--- src/rtl/dct_block_loader.sv ---
// Ping-pong 8x8 block assembler feeding the 2-D DCT: raster pixels in, one flat
// N*64-bit block word out, with optional level shift to signed samples.
module dct_block_loader #(
  parameter int N           = 16,
  parameter int PIX_W       = 8,
  parameter int LEVEL_SHIFT = 1
) (
  input  logic             clk,
  input  logic             rst_n,
  input  logic             pix_valid,
  output logic             pix_ready,
  input  logic [PIX_W-1:0] pix_data,
  input  logic             pix_first,
  output logic             blk_valid,
  input  logic             blk_ready,
  output logic [N*64-1:0]  blk_data,
  output logic             sync_err
);

  localparam logic [N-1:0] OFFSET = {{(N-1){1'b0}}, 1'b1} << (PIX_W-1);

  // bank[b][idx] holds sample idx = 8*row + col, so bank[b] is already the
  // row-major flat layout the DCT expects.
  logic [1:0][63:0][N-1:0] bank;
  logic [1:0]              full;
  logic                    wr_bank;
  logic                    rd_bank;
  logic [5:0]              wr_cnt;
  logic                    sync_err_q;

  logic                    pix_acc;
  logic                    blk_acc;
  logic                    resync;
  logic [5:0]              wr_idx;
  logic [N-1:0]            pix_ext;
  logic [N-1:0]            sample;

  // NOTE: every variable written in always_comb is assigned on every path, so no latch is inferred.
  always_comb begin
    pix_ext = {{(N-PIX_W){1'b0}}, pix_data};
    sample  = pix_ext;
    if (LEVEL_SHIFT != 0) sample = pix_ext - OFFSET;
  end

  // Ready depends only on registered occupancy, never on blk_ready.
  assign pix_ready = !full[wr_bank];
  assign blk_valid = full[rd_bank];
  assign blk_data  = bank[rd_bank];
  assign sync_err  = sync_err_q;

  assign pix_acc = pix_valid && pix_ready;
  assign blk_acc = blk_valid && blk_ready;
  assign resync  = pix_acc && pix_first && (wr_cnt != 6'd0);
  assign wr_idx  = resync ? 6'd0 : wr_cnt;

  // NOTE: the sample store is reset so blk_data reads 0 after reset; this costs a reset net on every bit.
  always_ff @(posedge clk or negedge rst_n) begin
    if (!rst_n) begin
      bank <= '0;
    end else if (pix_acc) begin
      bank[wr_bank][wr_idx] <= sample;
    end
  end

  // NOTE: state registers use non-blocking assignments so every flop samples pre-edge values.
  always_ff @(posedge clk or negedge rst_n) begin
    if (!rst_n) begin
      full       <= 2'b00;
      wr_bank    <= 1'b0;
      rd_bank    <= 1'b0;
      wr_cnt     <= 6'd0;
      sync_err_q <= 1'b0;
    end else begin
      sync_err_q <= resync;
      // A completing bank is never the bank being consumed, so both updates can land together.
      if (blk_acc) begin
        full[rd_bank] <= 1'b0;
        rd_bank       <= !rd_bank;
      end
      if (pix_acc) begin
        if (resync) begin
          wr_cnt <= 6'd1;
        end else if (wr_cnt == 6'd63) begin
          full[wr_bank] <= 1'b1;
          wr_bank       <= !wr_bank;
          wr_cnt        <= 6'd0;
        end else begin
          wr_cnt <= wr_cnt + 6'd1;
        end
      end
    end
  end

endmodule
--- config.mk ---
export PLATFORM = sky130hd
export DESIGN_NAME = dct_block_loader
export DESIGN_NICKNAME = d
export VERILOG_FILES = /design/src/rtl/dct_block_loader.sv
export SDC_FILE = /design/constraint.sdc
export NUM_CORES = 1
export LEC_CHECK = 0
export ABC_AREA = 1
export BUFFER_PORTS_ARGS = -buffer_cell sky130_fd_sc_hd__clkbuf_2
export CAP_MARGIN = 10
export CORE_ASPECT_RATIO = 0.6
export CORE_MARGIN = 10
export CORE_UTILIZATION = 40
export CTS_CLUSTER_DIAMETER = 60
export DETAILED_ROUTE_END_ITERATION = 10
export PLACE_DENSITY = 0.59
export SYNTH_ARGS = -nofsm -noshare
export SYNTH_HDL_FRONTEND = slang
export SYNTH_SLANG_ARGS = --single-unit
--- constraint.sdc ---
create_clock -name clk -period 3.1 [get_ports clk]
set_input_delay 0.62 -clock clk [delete_from_list [all_inputs] [get_ports clk]]
set_output_delay 0.62 -clock clk [all_outputs]
set_load 0.01 [all_outputs]
==> flow_summary.ini <==
[clock_tree]
clockBufferDepth = 3
clock_latency_ps = 720
clk_pin_slew_ps = 70
h-tree-depth = 3
cts_sinks = 1035
root_buffer = clkbuf_16
numCtsBuffers = 106
cts_tree = yes

[logic_synthesis]
syn_area_per_cell_sq_um = 7.53
ys_ff_latch = 1035
yosysSeqAreaShare_pct = 50.6
synth.distinct_cells = 29
netlist_area_sq_mm = 0.0511
synth_nets = 6807
syn-instance-count = 6792
yosysWarningCount = 0

[routing]
vias = 45800
dr.pass1.iters = 6
routed_wl_um = 185000
route.detailed.drc = 0
detail-route-antenna-nets = 0
wl_per_cell_um = 20.5
drt_iter0_drc = 4388
vias_per_cell = 5.06

[timing]
timing.final.ws_setup_ps = 90.9
finalCritPeriodShare_pct = 97.1
worst_slew_pin_slew_ps = 873
finalHoldViolCount = 0
setup_viol = 0
max-slew-margin-rel_pct = 41.8
finClkSkew_ps = 20.4
fmax_mhz = 332
period_minus_slack_ps = 3010
rsz0062_at_grt = true
setup_tns_ps = 0
drv_slew = 0

[floorplanning]
ios = 1040
dieWidth_um = 482
num_rows = 101
die_y_um = 297
start_util_pct = 40.3
die-area_sq_mm = 0.143
coreArea_sq_mm = 0.127

[global_routing]
grt_usage_pct = 24.8
grt_pass1_wl_um = 281000
grt_max_degree = 118
grt_pass1_vias = 43400
grt_antenna_before_repair = 2
grt-ovfl-total = 0

[worst_hold_path]
hold_class = input pin to flip-flop

[power_and_ir_drop]
powerDensity_mw_per_mm2 = 646
peakVddDrop_v = 0.000408
p_leak_nw = 35.1

[finish]
fillers = 12600
area_growth_pct = 17.0
layoutNonFillerInstCount = 9063
drive_above_1_share_pct = 21.8
nets = 7284

[worst_setup_path]
cp.arrival_ps = 2390
critPathLaunchType = flip-flop
crit_type = flip-flop to primary output
end_kind = primary output
critPathRequiredTime_ps = 2480
path_max_fanout = 28

[placed_design]
place.gp.congestion = 0.846
place_inst = 8845
io_buffer_count = 1039
pre_cts_slack_ps = -177
hpwl_um = 122000

[run]
max_cap_violations = 0

[outcome]
status = complete, no violations
-- stage by stage --
| step | util (%) | cell area (sq um) | power, mW | hold WS, ps |
|---|---|---|---|---|
| global route | 47.2 | 59800 | 40.5 | 230 |
| finish | 47.2 | 59800 | 38.7 | 232 |
| global placement | 43.7 | 55400 | 24.4 | 453 |
| detailed placement | 43.7 | 55400 | 24.5 | 458 |
| floorplan | - | 51100 | 21.2 | 324 |
| CTS | 47.0 | 59600 | 38.9 | 195 |
-- critical path, cell delays in order, from the launching register on --
cell,delay [ps]
dfrtp_4,500
buf_12,160
clkinv_16,160
buf_4,300
nand2_1,90
nand2_1,250
clkbuf_2,200
-- flip-flops by register name (all words and copies together), names as in the netlist --
register and cells:
rd_bank 1, full 2, bank 1024, wr_bank 1, sync_err 1, wr_cnt 6
-- cell families (layout without fill, tap and decap cells) --
| kind of cell | Yosys count | in the layout | share of synthesized area [%] |
|---|---|---|---|
| and+or+nand+nor | 4675 | 4675 | 37.1 |
| other | 0 | 3 | 0 |
| buffers and inverters | 959 | 1528 | 11.0 |
| AOI/OAI and AO/OA | 119 | 119 | 1.19 |
| DFF | 1035 | 1035 | 50.6 |
| adders and majority gates | 2 | 2 | 0.0489 |
| xor gates and xnor gates | 2 | 2 | 0.0343 |
-- placed cells by master, fill, tap and decap left out, drive strengths merged, types with 16 or more instances in the layout --
cell    count
buf       255
bufinv     16
clkbuf   1184
clkinv     33
dfrtp    1035
inv        33
nand2    3655
nand3     909
nand4      28
nor2       80
o21ai     112
-- final cells by class --
cell class / count / area (sq um) / area share, %
multi-input combinational: 4798 / 19800 / 33.1
timing repair buffer: 1294 / 8000 / 13.4
clock inverter: 52 / 731 / 1.22
tap: 1699 / 2130 / 3.55
sequential: 1035 / 25900 / 43.3
clock buffer: 148 / 3120 / 5.22
inverter: 34 / 174 / 0.291
antenna: 3 / 7.51 / 0.0125
-- path summary, 6_finish.rpt --
| check | end | depth (start not counted) | startpoint | slack (ps) |
|---|---|---|---|---|
| worst max register to register | bank[1678]$_DFFE_PN0P_ | 9 | wr_cnt[1]$_DFFE_PN0P_ | 180 |
| worst max-delay path | blk_data[342] | 6 | rd_bank$_DFFE_PN0N_ | 90 |
| worst min-delay path | rd_bank$_DFFE_PN0N_ | 3 | blk_ready | 230 |
| worst min register to register | bank[308]$_DFFE_PN0P_ | 2 | bank[308]$_DFFE_PN0P_ | 470 |
| min in group asynchronous | bank[1152]$_DFFE_PN0P_ | 2 | rst_n | 480 |
| max in group asynchronous | bank[830]$_DFFE_PN0P_ | 3 | rst_n | 1410 |
-- power by group --
part	switching, mW	total, mW	internal (mW)
clock	5.84	14.2	8.39
sequential	0.888	16.0	15.1
combinational	5.84	8.45	2.61
-- cells in the mapped netlist, drive strengths merged --
cell type	number	area, sq um
a21oi	2	13.8
and2	1	6.26
buf	602	4270
clkbuf	323	1210
clkinv	6	22.5
dfrtp	1035	25900
ha	2	25.0
inv	28	105
nand2	3655	13700
nand3	909	4590
nand4	28	213
nor2	80	433
nor3	2	10.0
o21ai	112	561
o22ai	3	18.8
o31ai	2	15.0
xor2	2	17.5
-- repair_timing --
item	CTS	global route
setup buffers	3	4
pin swaps	0	0
hold endpoints to repair	28	0
gates cloned	2	5
hold buffers	1	0
endpoints found under the setup margin	723	483
resized for setup	56	18
-- routing by layer --
metal	vias to the layer above	global-route usage (%)	part of all wire (%)	routed length, um
li1	21800	-	-	-
met1	22200	35.2	44	81500
met2	1643	39.2	47	86300
met3	193	4.72	7.5	13900
met4	0	5.34	2.0	3650
met5	-	0	0	0
Power figures use the tool's default switching activity.
